[config.mk]
export PLATFORM = sky130hd
export DESIGN_NAME = toggle_hs_rx_flat
export DESIGN_NICKNAME = d
export VERILOG_FILES = /design/src/rtl/toggle_hs_pkg.sv /design/src/rtl/toggle_hs_rx_if.sv /design/src/rtl/tgl_sync.sv /design/src/rtl/toggle_hs_rx.sv /design/src/flat_wrapper.sv
export SDC_FILE = /design/constraint.sdc
export NUM_CORES = 1
export LEC_CHECK = 0
export BUFFER_PORTS_ARGS = -buffer_cell sky130_fd_sc_hd__buf_2
export CAP_MARGIN = 20
export CORE_AREA = 2 2 42 44
export CTS_CLUSTER_SIZE = 12
export DETAILED_ROUTE_END_ITERATION = 10
export DIE_AREA = 0 0 44 46
export HOLD_SLACK_MARGIN = 0.1
export PLACE_DENSITY = 0.71
export SETUP_SLACK_MARGIN = 0.3
export SYNTH_ARGS = -nofsm -noshare
export SYNTH_HDL_FRONTEND = slang
export SYNTH_SLANG_ARGS = --single-unit
[constraint.sdc]
create_clock -name clk -period 1 [get_ports clk]
set_input_delay 0.05 -clock clk [delete_from_list [all_inputs] [get_ports clk]]
set_output_delay 0.05 -clock clk [all_outputs]
set_load 0.01 [all_outputs]
[src/rtl/toggle_hs_pkg.sv]
// Shared definitions for the toggle-handshake receiver (and its future transmitter).
package toggle_hs_pkg;

  // Receiver FSM states, 1-bit encoded.
  typedef enum logic {
    ST_IDLE = 1'b0,
    ST_HOLD = 1'b1
  } hs_state_e;

  // Default synchroniser depth, shared by both ends of the handshake.
  localparam int unsigned SYNC_STAGES_DEF = 2;

endpackage : toggle_hs_pkg

[src/rtl/toggle_hs_rx_if.sv]
// Handshake bundle: toggle request/ack from the sender plus the valid/ready consumer port.
interface toggle_hs_rx_if #(
  parameter int unsigned WIDTH = 8
);
  logic             req_tgl;
  logic [WIDTH-1:0] data_in;
  logic             ack_tgl;
  logic [WIDTH-1:0] dout;
  logic             dout_valid;
  logic             dout_ready;

  // Receiver side.
  modport slave (
    input  req_tgl, data_in, dout_ready,
    output dout, dout_valid, ack_tgl
  );

  // Environment side: sender and consumer.
  modport master (
    output req_tgl, data_in, dout_ready,
    input  dout, dout_valid, ack_tgl
  );
endinterface : toggle_hs_rx_if

[src/rtl/tgl_sync.sv]
// Multi-flop synchroniser for a single toggle level; synchronous reset to 0.
// Depth is expected to be 2..4.
module tgl_sync #(
  parameter int unsigned SYNC_STAGES = 2
) (
  input  logic clk,
  input  logic rst,
  input  logic d_i,
  output logic q_o
);

  logic [SYNC_STAGES-1:0] chain_q;

  // Shift the asynchronous level through the flop chain.
  always_ff @(posedge clk) begin
    if (rst) begin
      chain_q <= '0;
    end else begin
      chain_q <= {chain_q[SYNC_STAGES-2:0], d_i};
    end
  end

  assign q_o = chain_q[SYNC_STAGES-1];

endmodule : tgl_sync

[src/rtl/toggle_hs_rx.sv]
// Receiver end of the two-phase toggle handshake: synchronises req_tgl, captures
// the sender word into a valid/ready port and returns an ack toggle once consumed.
//
//   state   | meaning
//   --------+---------------------------------------------------------
//   ST_IDLE | no word pending; next request event captures data_in
//   ST_HOLD | word presented on dout, waiting for dout_ready
module toggle_hs_rx
  import toggle_hs_pkg::*;
#(
  parameter int unsigned WIDTH       = 8,
  parameter int unsigned SYNC_STAGES = SYNC_STAGES_DEF
) (
  input  logic           clk,
  input  logic           rst,
  toggle_hs_rx_if.slave  hs,
  output logic           overrun_o
);

  logic             req_s;
  logic             req_prev_q;
  logic             evt;

  hs_state_e        state_q, state_d;
  logic [WIDTH-1:0] dout_q, dout_d;
  logic             valid_q, valid_d;
  logic             ack_q, ack_d;
  logic             overrun_q, overrun_d;

  tgl_sync #(
    .SYNC_STAGES (SYNC_STAGES)
  ) u_req_sync (
    .clk (clk),
    .rst (rst),
    .d_i (hs.req_tgl),
    .q_o (req_s)
  );

  // Any level change of the synchronised request is one transfer.
  assign evt = req_s ^ req_prev_q;

  // Remember last synchronised request level for edge detection.
  always_ff @(posedge clk) begin
    if (rst) begin
      req_prev_q <= 1'b0;
    end else begin
      req_prev_q <= req_s;
    end
  end

  // Next-state and output-register logic.
  always_comb begin
    state_d   = state_q;
    dout_d    = dout_q;
    valid_d   = valid_q;
    ack_d     = ack_q;
    overrun_d = overrun_q;
    case (state_q)
      ST_IDLE: begin
        if (evt) begin
          dout_d  = hs.data_in;
          valid_d = 1'b1;
          state_d = ST_HOLD;
        end
      end
      ST_HOLD: begin
        if (valid_q && hs.dout_ready) begin
          valid_d = 1'b0;
          ack_d   = ~ack_q;
          state_d = ST_IDLE;
        end
        // A request seen here is dropped even if the handshake completes this
        // cycle: the sender cannot have observed the ack yet.
        if (evt) begin
          overrun_d = 1'b1;
        end
      end
      default: begin
        state_d = ST_IDLE;
      end
    endcase
  end

  // State and output registers; reset drops any pending word without acking.
  always_ff @(posedge clk) begin
    if (rst) begin
      state_q   <= ST_IDLE;
      dout_q    <= '0;
      valid_q   <= 1'b0;
      ack_q     <= 1'b0;
      overrun_q <= 1'b0;
    end else begin
      state_q   <= state_d;
      dout_q    <= dout_d;
      valid_q   <= valid_d;
      ack_q     <= ack_d;
      overrun_q <= overrun_d;
    end
  end

  assign hs.dout       = dout_q;
  assign hs.dout_valid = valid_q;
  assign hs.ack_tgl    = ack_q;
  assign overrun_o     = overrun_q;

endmodule : toggle_hs_rx
[src/flat_wrapper.sv]
// flat-port wrapper written by rule: the top's interface ports become plain ports
module toggle_hs_rx_flat import toggle_hs_pkg::*;
#(
  parameter int unsigned WIDTH       = 8,
  parameter int unsigned SYNC_STAGES = SYNC_STAGES_DEF
)
  (clk, rst, overrun_o, hs_req_tgl, hs_data_in, hs_dout_ready, hs_dout, hs_dout_valid, hs_ack_tgl);
  toggle_hs_rx_if #(.WIDTH(WIDTH)) hs_i ();
  input  logic clk;
  input  logic rst;
  output logic overrun_o;
  input wire logic [$bits(hs_i.req_tgl)-1:0] hs_req_tgl;
  input wire logic [$bits(hs_i.data_in)-1:0] hs_data_in;
  input wire logic [$bits(hs_i.dout_ready)-1:0] hs_dout_ready;
  output wire logic [$bits(hs_i.dout)-1:0] hs_dout;
  output wire logic [$bits(hs_i.dout_valid)-1:0] hs_dout_valid;
  output wire logic [$bits(hs_i.ack_tgl)-1:0] hs_ack_tgl;
  assign hs_i.req_tgl = hs_req_tgl;
  assign hs_i.data_in = hs_data_in;
  assign hs_i.dout_ready = hs_dout_ready;
  assign hs_dout = hs_i.dout;
  assign hs_dout_valid = hs_i.dout_valid;
  assign hs_ack_tgl = hs_i.ack_tgl;
  toggle_hs_rx #(.WIDTH(WIDTH), .SYNC_STAGES(SYNC_STAGES)) u_core (.clk(clk), .rst(rst), .hs(hs_i), .overrun_o(overrun_o));
endmodule
Word-level counts from Yosys, hierarchy flattened
Cells that the tools add are included.

cells by class
  equal/unequal tests = 2
  mux-type cells = 6
  bitwise operators = 3
  reductions and logical operators = 5

operator list
  kind                count
  $reduce_and 2->1    4
  $mux 1              4
  $pmux 1 s2          2
  $ne 2x1->1 const B  1
  $ne 2x2->1 const B  1
  $not 1->1           2
  $logic_and 1x1->1   1
  $xor 1x1->1         1

storage, ports and cells
  register bits = 15
  bits of input ports = 12
  output and inout port bits = 11
  word-level logic and storage cells = 23

Depth between registers and ports, before layout
Gate-level depths: netlist of the first run.

  depth after elaboration = 3
  gate-level depth with buffers = 4
  mapped depth without buffers = 3

By module
Synthesis of the first run repeated with hierarchy kept, for this count alone.

second synthesis, totals
  cell total of the unflattened synthesis = 56
  area total of the unflattened synthesis = 586.8 um2

modules (own cells, without submodules)
  module        times used  cells each  area each (um2)  seq. area each (um2)
  toggle_hs_rx  1           52          534.3            260.2
  tgl_sync      1           4           52.6             40.0

Worst setup path after synthesis of the first run
No wires, ideal clock.

  kind = register to register
  start = register u_core.req_prev_q
  end = register u_core.valid_q (netlist: u_core.hs.dout_valid)
  setup time = 0.115 ns
  arrival = 0.916 ns
  data required time = 0.885 ns
  path slack = -0.031 ns
  stages on the path, launching flop included = 5
  path buffers = 1
  period minus slack after synthesis = 1.031 ns
  cells stage by stage = dfxtp_1 xor2_1 and2b_1 buf_6 o21ba_1

between the ends
  word-level cells in the longest chain between the ends = 3

ends and longest elaborated chain
  element                     line                RTL
  from (decl)                 toggle_hs_rx.sv:21  logic req_prev_q;
  from (signal assigned)      toggle_hs_rx.sv:47  req_prev_q <= req_s;
  $xor 1x1->1                 toggle_hs_rx.sv:40  assign evt = req_s ^ req_prev_q;
  $ne 2x1->1 (no line)        -
  $reduce_and 2->1 (no line)  -
  to (signal assigned)        toggle_hs_rx.sv:95  valid_q <= valid_d;
  to (decl)                   toggle_hs_rx.sv:26  logic valid_q, valid_d;

Every way passes these cells.
A chain may end at the register's enable or synchronous reset.

Worst setup path in the final report of the first run
  start = register u_core.u_req_sync.chain_q[1]
  end = register u_core.dout_q[2] (netlist: u_core.hs.dout[2])

between the ends
  word-level cells in the longest chain between the ends = 2

ends and longest elaborated chain
  element                     line                RTL
  from (decl)                 tgl_sync.sv:12      logic [SYNC_STAGES-1:0] chain_q;
  from (signal assigned)      tgl_sync.sv:19      chain_q <= {chain_q[SYNC_STAGES-2:0], d_i};
  $xor 1x1->1                 toggle_hs_rx.sv:40
  $reduce_and 2->1 (no line)  -
  to (signal assigned)        toggle_hs_rx.sv:94  dout_q <= dout_d;
  to (decl)                   toggle_hs_rx.sv:25  logic [WIDTH-1:0] dout_q, dout_d;

Every way passes these cells.

==> results.yml, run 1 <==
sta:
  final-hold-violation-count: 0
  fin_hold_ws_ps: 81.1
  timing.slew.headroom_pct: 79.8
  final.setup.tns_ps: -653
  final_max_slew_violation_count: 0
  rsz0062_at_grt: "yes"
  finalClockSkew_ps: 7.20
  fmax_mhz: 912
  worst_pin_slew_ps: 303
  fin_ws_ps: -96.3
  finalCriticalPeriod_ps: 1100
  tcrit_tclk_final_pct: 110
  setup-violations-final: 11
yosys:
  synthesis.yosys.warnings: 0
  avgSynthCellArea_um2: 10.5
  syn-num-nets: 68
  synthDistinctLibCells: 14
  synth_cell_area_um2: 587
  total_of_flip_flops_plus_latches_after_synthesis: 15
  synth_cells: 56
  ys_seq_area_share_pct: 51.2
die:
  die-width_um: 44
  initial_cell_density_of_the_core_pct: 36.4
  floorplan.core_area_mm2: 0.00161
  ioPinCount: 23
  design.die.area_mm2: 0.00202
  die_span_y_um: 46
  core.rowCount: 15
grt:
  via_count_of_the_first_global_routing_pass: 456
  antenna_violations_before_repair: 0
  grt_pass1_wl_mm: 1.77
  grt_start_max_net_pins: 24
  grt.overflow.total: 0
  grt_overall_usage_pct: 12.4
placement:
  post_dp_hpwl_um: 739
  port_buffers: 22
  gp_congestion: 0.671
  dpl-instance-area_um2: 738
detailed_routing:
  vias: 497
  routed_wl_mm: 1.23
  detail_route.drc_violations: 0
  vias_per_cell: 4.32
  detail_route.iter0.violations: 3
  drt-wirelength-per-cell_um: 10.7
  dr_pass1_iterations: 4
  number_of_nets_still_failing_antenna_checks_after_routing: 0
setup_path:
  worstSetupStartpointType: "register"
  setup.worst_path.class: "register to register"
  cp_max_fo: 3
  required_ps: 1210
  setup.worst_path.end_class: "register"
  worstPathArrival_ps: 1310
clocking:
  cts_tree: "yes"
  tritoncts.num_buffers: 3
  cts_max_path_buffers: 2
  clkSinkCount: 15
  worst_setup_hold_path_clk_slew_ps: 100
  cts_root_buffer: "clkbuf_4"
  clock_insertion_delay_worst_skew_ps: 290
  cts_hold_buffers: 9
  number_of_h_tree_branching_levels: 1
flow_run:
  max_cap_violations: 0
finish:
  layout.cells.most_common_list: "nand2b_1, buf_6, dfxtp_2, buf_2, dlygate4sd3_1"
  area.growth.synth_to_final_pct: 73.1
  layout.cells.most_common: "nand2b_1"
  finish.instance_area_mm2: 0.00102
  finish.net_count: 111
  antenna_cells_inserted: 0
  post_route_cells_drive_above_1_share_pct: 55.1
  finish.utilization_pct: 62.9
  final.fill_count: 136
power_and_ir_drop:
  totalPowerFinal_mw: 1.24
  power.density_cell_area_mw_per_mm2: 1220
  irDropWorstVdd_mv: 0.731
  p_leak_nw: 0.449
status:
  violations: "setup timing"
  outcome: "complete, but fails checks"
hold_path:
  worst_hold_path_class: "primary input to register"
[cell type report]
type	instances	area [um^2]	area share, %
clock buffer	3	22.5	2.22
clock inverter	1	7.51	0.739
multi-input combinational	38	289	28.4
sequential	15	320	31.5
tap	17	21.3	2.09
timing repair buffer	41	355	35.0
[registers in the layout, summed over array words and instances (netlist names)]
name / flops
u_core.hs.dout: 8
u_core.u_req_sync.chain_q: 2
u_core.overrun_o: 1
u_core.hs.ack_tgl: 1
u_core.state_q: 1
u_core.hs.dout_valid: 1
u_core.req_prev_q: 1
[report_power, final]
| group | total, mW | switching [mW] | internal (mW) | leakage (nW) |
|---|---|---|---|---|
| logic | 0.228 | 0.0798 | 0.148 | 0.306 |
| registers | 0.651 | 0.0205 | 0.630 | 0.129 |
| clock network | 0.363 | 0.211 | 0.152 | 0.0139 |
| total | 1.24 | 0.311 | 0.930 | 0.449 |
[final timing paths]
| path | to | cells past startpoint | start | slack, ps |
|---|---|---|---|---|
| setup / recovery | u_core.hs.dout[2]$_SDFFE_PP0P_ | 4 | u_core.u_req_sync.chain_q[1]$_SDFF_PP0_ | -100 |
| hold / removal | u_core.state_q$_SDFF_PP0_ | 4 | hs_dout_ready | 80 |
| setup reg to reg | u_core.hs.dout[2]$_SDFFE_PP0P_ | 4 | u_core.u_req_sync.chain_q[1]$_SDFF_PP0_ | -100 |
| hold reg to reg | u_core.u_req_sync.chain_q[1]$_SDFF_PP0_ | 1 | u_core.u_req_sync.chain_q[0]$_SDFF_PP0_ | 440 |
[stage by stage]
stage          worst slack, ps  instances
5_1_grt                   -173        115
3_5_place_dp             -63.8         97
3_3_place_gp             -41.7         97
4_1_cts                  -81.5        114
2_1_floorplan            -15.7         56
6_report                 -96.3        115
[logic make-up after synthesis]
kind of cell,Yosys count,synth area share [%]
xor+xnor,2,2.99
buf+inv,3,3.20
compound gates,4,4.69
flops,15,51.2
mux,8,13.6
simple gates,24,24.3
[synthesized netlist by cell type]
cell / count / area (um^2)
nor2b_1: 3 / 18.8
nor2_1: 3 / 11.3
nand2b_1: 16 / 100
o21ba_1: 1 / 10.0
clkbuf_1: 2 / 7.51
a21boi_0: 1 / 7.51
and2b_1: 1 / 7.51
o21ai_0: 1 / 5.00
nand3_1: 1 / 5.00
a21oi_1: 1 / 5.00
dfxtp_1: 15 / 300
buf_6: 1 / 11.3
xor2_1: 2 / 17.5
mux2i_1: 8 / 80.1
[worst max-delay path: stages (launching register included)]
cell and delay (ps):
dfxtp_2 340, xor2_1 170, and2b_2 200, buf_4 140
mux2i_1 180
[repair_timing]
action,CTS,global route
pin swaps,3,3
setup buffers,4,1
hold endpoints to repair,10,1
setup endpoints to repair,23,23
gates resized for setup,25,10
cloned,0,0
[metal layers]
layer | routed length, um | global-route usage (%) | part of all wire [%] | vias up
met5 | 0 | 0 | 0 | -
met4 | 17 | 7.27 | 1.4 | 0
met3 | 51 | 3.57 | 4.1 | 2
met2 | 661 | 22.6 | 54 | 16
met1 | 504 | 12.5 | 41 | 216
li1 | - | - | - | 263
(Power assumes the default switching activity.)
==> run 2: changes to the inputs <==
REMOVE_ABC_BUFFERS = 1   (was not set)
==> run 2 against run 1 <==
The flow still finishes with violations (setup timing). Sequential power about the same. Final area decreased by 0.25%. Largest cell class unchanged. Total power decreased by 2.2%. Count of clock-buffer cells in the layout unchanged. Cell count decreased by 0.87%. Global-route usage increased by 1.3 points. Utilization decreased by 0.16 points.
==> results.yml, run 2 (same netlist as run 1, synthesis figures left out) <==
setup_path:
  max_stage_delay_ps: 360
  worstSetupStartpointType: "register"
  ff2ff_path_depth: 4
  crit_path_cell_trace: "xor2_2 -> and2b_2 -> buf_6 -> mux2i_1"
  worstSetupStartpoint: "u_core.u_req_sync.chain_q[1]$_SDFF_PP0_"
  setup.worst_path.class: "register to register"
  timing.rr.end: "u_core.hs.dout[3]$_SDFFE_PP0P_"
  required_ps: 1190
  rr_startpoint: "u_core.u_req_sync.chain_q[1]$_SDFF_PP0_"
  worst_path_max_delay_cell: "dfxtp_2"
  setup.worst_path.end_class: "register"
  worstPathArrival_ps: 1320
  reg2reg_slack_ps: -130
  cp_max_fo: 6
power_and_ir_drop:
  p_leak_nw: 0.448
  totalPowerFinal_mw: 1.21
  power.density_cell_area_mw_per_mm2: 1200
  irDropWorstVdd_mv: 0.666
detailed_routing:
  vias_per_cell: 4.39
  detail_route.iter0.violations: 3
  drt-wirelength-per-cell_um: 10.4
  number_of_nets_still_failing_antenna_checks_after_routing: 0
  routed_wl_mm: 1.19
  detail_route.drc_violations: 0
  dr_pass1_iterations: 3
  vias: 501
finish:
  number_of_cells_in_the_finished_layout_apart_from_fillers: 114
  area.growth.synth_to_final_pct: 72.7
  final.fill_count: 143
  post_route_cells_drive_above_1_share_pct: 55.7
  finish.utilization_pct: 62.8
  antenna_cells_inserted: 0
  layout.area.seq_um2: 320
  layout.cells.most_common: "nand2b_1"
  layout.cells.most_common_list: "nand2b_1, buf_6, dfxtp_2, buf_2, dlygate4sd3_1"
  finish.instance_area_mm2: 0.00101
  finish.net_count: 110
  multi_input_comb_area_um2: 297
  flip_flop_count_of_the_largest_register_all_copies_and_words_added: 8
placement:
  port_buffers: 22
  post_dp_hpwl_um: 700
  post-place-ws_ps: -122
  place_inst: 95
  gp_congestion: 0.660
  dpl-instance-area_um2: 722
sta:
  worst_pin_slew_ps: 288
  fin_hold_ws_ps: 80.4
  timing.slew.headroom_pct: 80.8
  final_max_slew_violation_count: 0
  final-hold-violation-count: 0
  rsz0062_at_grt: "yes"
  fin_ws_ps: -130
  tcrit_tclk_final_pct: 113
  fmax_mhz: 885
  finalClockSkew_ps: 11.5
  finalCriticalPeriod_ps: 1130
  final.setup.tns_ps: -795
  setup-violations-final: 9
die:
  die-width_um: 44
  floorplan.core_area_mm2: 0.00161
  initial_cell_density_of_the_core_pct: 36.4
  core.rowCount: 15
  ioPinCount: 23
  design.die.area_mm2: 0.00202
  die_span_y_um: 46
clocking:
  number_of_h_tree_branching_levels: 1
  cts_max_path_buffers: 2
  cts_root_buffer: "clkbuf_4"
  cts_hold_buffers: 9
  cts_tree: "yes"
  clkSinkCount: 15
  clock_insertion_delay_worst_skew_ps: 280
  worst_setup_hold_path_clk_slew_ps: 100
  tritoncts.num_buffers: 3
status:
  outcome: "complete, but fails checks"
  violations: "setup timing"
grt:
  via_count_of_the_first_global_routing_pass: 478
  grt_pass1_wl_mm: 1.99
  grt_overall_usage_pct: 13.7
  grt_start_max_net_pins: 24
  grt.overflow.total: 0
  antenna_violations_before_repair: 0
flow_run:
  max_cap_violations: 0
hold_path:
  worst_hold_path.num_cells: 4
  hold_end: "u_core.state_q$_SDFF_PP0_"
  worst_hold_path_class: "primary input to register"
  hold_path.startpoint: "hs_dout_ready"
run 2: cell types whose count changed in the layout (fill, tap and decap cells not counted):
cell / change
buf_4: -1
clkinv_2: +1
clkinvlp_4: -1
xor2_1: -1
xor2_2: +1
run 2: repair_timing:
item,CTS,global route
hold endpoints to repair,10,1
gates resized for setup,29,7
buffers inserted,3,3
setup endpoints to repair,23,23
pin swaps,4,3
run 2: final cells by class:
class                           instances  area share, %
Clock buffer                            3           2.22
Clock inverter                          1          0.494
Multi-Input combinational cell         38           29.3
Sequential cell                        15           31.6
Tap cell                               17           2.10
Timing Repair Buffer                   40           34.3
run 2: how the worst max path moves through the flow:
| stage | endpoint | depth (start not counted) |
|---|---|---|
| CTS | u_core.hs.dout[3]$_SDFFE_PP0P_ | 4 |
| global route | u_core.hs.dout[3]$_SDFFE_PP0P_ | 4 |
| global placement | u_core.hs.dout[3]$_SDFFE_PP0P_ | 4 |
| detailed placement | u_core.hs.dout[3]$_SDFFE_PP0P_ | 4 |
| floorplan | u_core.hs.dout[0]$_SDFFE_PP0P_ | 3 |
| finish | u_core.hs.dout[3]$_SDFFE_PP0P_ | 4 |
run 2: layer usage:
metal	vias to the layer above	track usage, %	share of wire, %
met4	0	9.09	2.1
met1	220	15.1	41
met5	-	0	0
met2	17	23.8	51
li1	262	-	-
met3	2	2.78	5.6
run 2: where the power goes:
part / leakage, nW / switching, mW / internal (mW)
logic: 0.301 / 0.0780 / 0.145
registers: 0.129 / 0.0207 / 0.630
clock network: 0.0177 / 0.192 / 0.148
total: 0.448 / 0.290 / 0.923
run 2: critical path: cells and delay by family (launching register included):
kind / cells / cell delay, ps
buf+inv: 1 / 130
xor+xnor: 1 / 160
simple gates: 1 / 200
flops: 1 / 360
mux: 1 / 190
==> run 3: changes to the inputs <==
CORE_AREA = 2 2 44 46   (was 2 2 42 44)
DIE_AREA = 0 0 46 48   (was 0 0 44 46)
PLACE_DENSITY = 0.66   (was 0.71)
==> run 3 against run 2 <==
Register-to-register slack improved by 50 ps. Critical path depth did not move. Highest routed layer unchanged. Sequential share of layout area up 0.47 points. The run still ends with setup timing left. Global-route usage shrank 1.9 points. Total power shrank 1.4%. Die area up 9.1%. Critical endpoint is now u_core.hs.dout_valid$_SDFFE_PP0P_. Critical path type unchanged. Combinational power is essentially flat. Sequential cell count unchanged. Routed wire length shrank 1.2%.
==> results.yml, run 3 (same netlist as run 1, synthesis figures left out) <==
detailed_routing:
  vias_per_cell: 4.30
  vias: 486
  dr_pass1_iterations: 1
  detail_route.drc_violations: 0
  number_of_nets_still_failing_antenna_checks_after_routing: 0
  routed_wl_mm: 1.17
  detail_route.iter0.violations: 0
  drt-wirelength-per-cell_um: 10.4
sta:
  tcrit_tclk_final_pct: 108
  rsz0062_at_grt: "yes"
  finalClockSkew_ps: 4.05
  worst_pin_slew_ps: 311
  final-hold-violation-count: 0
  setup-violations-final: 9
  final.setup.tns_ps: -509
  timing.slew.headroom_pct: 79.3
  finalCriticalPeriod_ps: 1080
  final_max_slew_violation_count: 0
  fin_ws_ps: -79.9
  fin_hold_ws_ps: 92.3
  fmax_mhz: 926
clocking:
  tritoncts.num_buffers: 3
  worst_setup_hold_path_clk_slew_ps: 90
  cts_root_buffer: "clkbuf_4"
  cts_tree: "yes"
  number_of_h_tree_branching_levels: 1
  cts_hold_buffers: 9
  cts_max_path_buffers: 2
  clock_insertion_delay_worst_skew_ps: 270
  clkSinkCount: 15
setup_path:
  worstPathArrival_ps: 1260
  reg2reg_slack_ps: -80
  cp_max_fo: 5
  timing.rr.end: "u_core.hs.dout_valid$_SDFFE_PP0P_"
  required_ps: 1180
  rr_startpoint: "u_core.u_req_sync.chain_q[1]$_SDFF_PP0_"
  crit_path_cell_trace: "xor2_1 -> and2b_2 -> buf_6 -> o21ba_1"
  max_stage_delay_ps: 330
  ff2ff_path_depth: 4
  worst_path_max_delay_cell: "dfxtp_2"
  setup.worst_path.end_class: "register"
  worstSetupStartpointType: "register"
  setup.worst_path.class: "register to register"
die:
  die_span_y_um: 48
  core.rowCount: 15
  design.die.area_mm2: 0.00221
  ioPinCount: 23
  floorplan.core_area_mm2: 0.00169
  die-width_um: 46
  initial_cell_density_of_the_core_pct: 34.7
power_and_ir_drop:
  irDropWorstVdd_mv: 0.622
  totalPowerFinal_mw: 1.20
  pwr-share-clk_pct: 27.3
  power_frac_seq_pct: 54.3
  combPwrFrac_pct: 18.4
  power.density_cell_area_mw_per_mm2: 1200
  p_leak_nw: 0.442
  switch_pwr_mw: 0.276
  swShare_pct: 23.1
  cell_internal_pwr_mw: 0.920
grt:
  via_count_of_the_first_global_routing_pass: 461
  grt_overall_usage_pct: 11.8
  antenna_violations_before_repair: 0
  grt_start_max_net_pins: 24
  grt_pass1_wl_mm: 1.82
  grt.overflow.total: 0
finish:
  number_of_cells_in_the_finished_layout_apart_from_fillers: 113
  layout.area.seq_um2: 319
  antenna_cells_inserted: 0
  area.growth.synth_to_final_pct: 69.5
  layout.cells.most_common: "nand2b_1"
  final.fill_count: 147
  multi_input_comb_area_um2: 289
  flip_flop_count_of_the_largest_register_all_copies_and_words_added: 8
  post_route_cells_drive_above_1_share_pct: 53.1
  layout.cells.most_common_list: "nand2b_1, buf_6, buf_2, dfxtp_2, dlygate4sd3_1"
  finish.net_count: 109
placement:
  post-place-ws_ps: -80.6
  place_inst: 96
  port_buffers: 22
  post_dp_hpwl_um: 742
  gp_congestion: 0.714
hold_path:
  hold_end: "u_core.state_q$_SDFF_PP0_"
  hold_path.startpoint: "hs_dout_ready"
  worst_hold_path.num_cells: 4
  worst_hold_path_class: "primary input to register"
flow_run:
  max_cap_violations: 0
status:
  outcome: "complete, but fails checks"
  violations: "setup timing"
run 3: cell count changes in the layout (fill, tap and decap cells not counted), sizes merged:
cell and change:
buf -1
run 3: worst max-delay path, delay by kind of cell (launching register included):
family          cells  cell delay [ps]
flops               1              330
simple gates        1              210
xor+xnor            1              160
compound gates      1              150
buf+inv             1              130
run 3: how the worst max path moves through the flow:
stage / cells past startpoint / end / slack (ps) / startpoint
finish: 4 / u_core.hs.dout_valid$_SDFFE_PP0P_ / -80 / u_core.u_req_sync.chain_q[1]$_SDFF_PP0_
global route: 4 / u_core.hs.dout[6]$_SDFFE_PP0P_ / -140 / u_core.u_req_sync.chain_q[1]$_SDFF_PP0_
CTS: 4 / u_core.hs.dout[6]$_SDFFE_PP0P_ / -90 / u_core.req_prev_q$_SDFF_PP0_
detailed placement: 4 / u_core.hs.dout[7]$_SDFFE_PP0P_ / -80 / u_core.u_req_sync.chain_q[1]$_SDFF_PP0_
global placement: 4 / u_core.hs.dout_valid$_SDFFE_PP0P_ / -50 / u_core.req_prev_q$_SDFF_PP0_
floorplan: 3 / u_core.hs.dout[0]$_SDFFE_PP0P_ / -150 / u_core.u_req_sync.chain_q[1]$_SDFF_PP0_
run 3: final cells by class:
| class | count | share of cell area, % |
|---|---|---|
| sequential | 15 | 32.1 |
| clock inverter | 1 | 0.503 |
| clock buffer | 3 | 2.26 |
| multi-input combinational | 38 | 29.1 |
| timing repair buffer | 39 | 34.0 |
| tap | 17 | 2.14 |
run 3: what timing repair did:
action	in CTS	in global routing
endpoints found under the setup margin	23	23
buffers inserted	4	0
pin swaps	3	3
hold endpoints to repair	10	1
resized for setup	27	7
run 3: metal layers:
metal	GRT usage, %	wire length [um]
met1	13.4	545
met2	19.7	550
met3	3.40	57
met4	6.86	19
met5	0	0
run 3: stage by stage:
stage	util, %	instance area (um^2)
floorplan	-	568
detailed placement	43.2	729
global route	58.9	995
finish	58.9	995
CTS	57.7	975
global placement	43.2	729
run 3: power by group through the flow:
stage	clock network (mW)	logic [mW]	registers (mW)
2_1_floorplan	0	0.0612	0.664
3_3_place_gp	0	0.145	0.653
3_5_place_dp	0	0.147	0.653
4_1_cts	0.348	0.213	0.649
5_1_grt	0.376	0.241	0.652
6_report	0.327	0.220	0.649
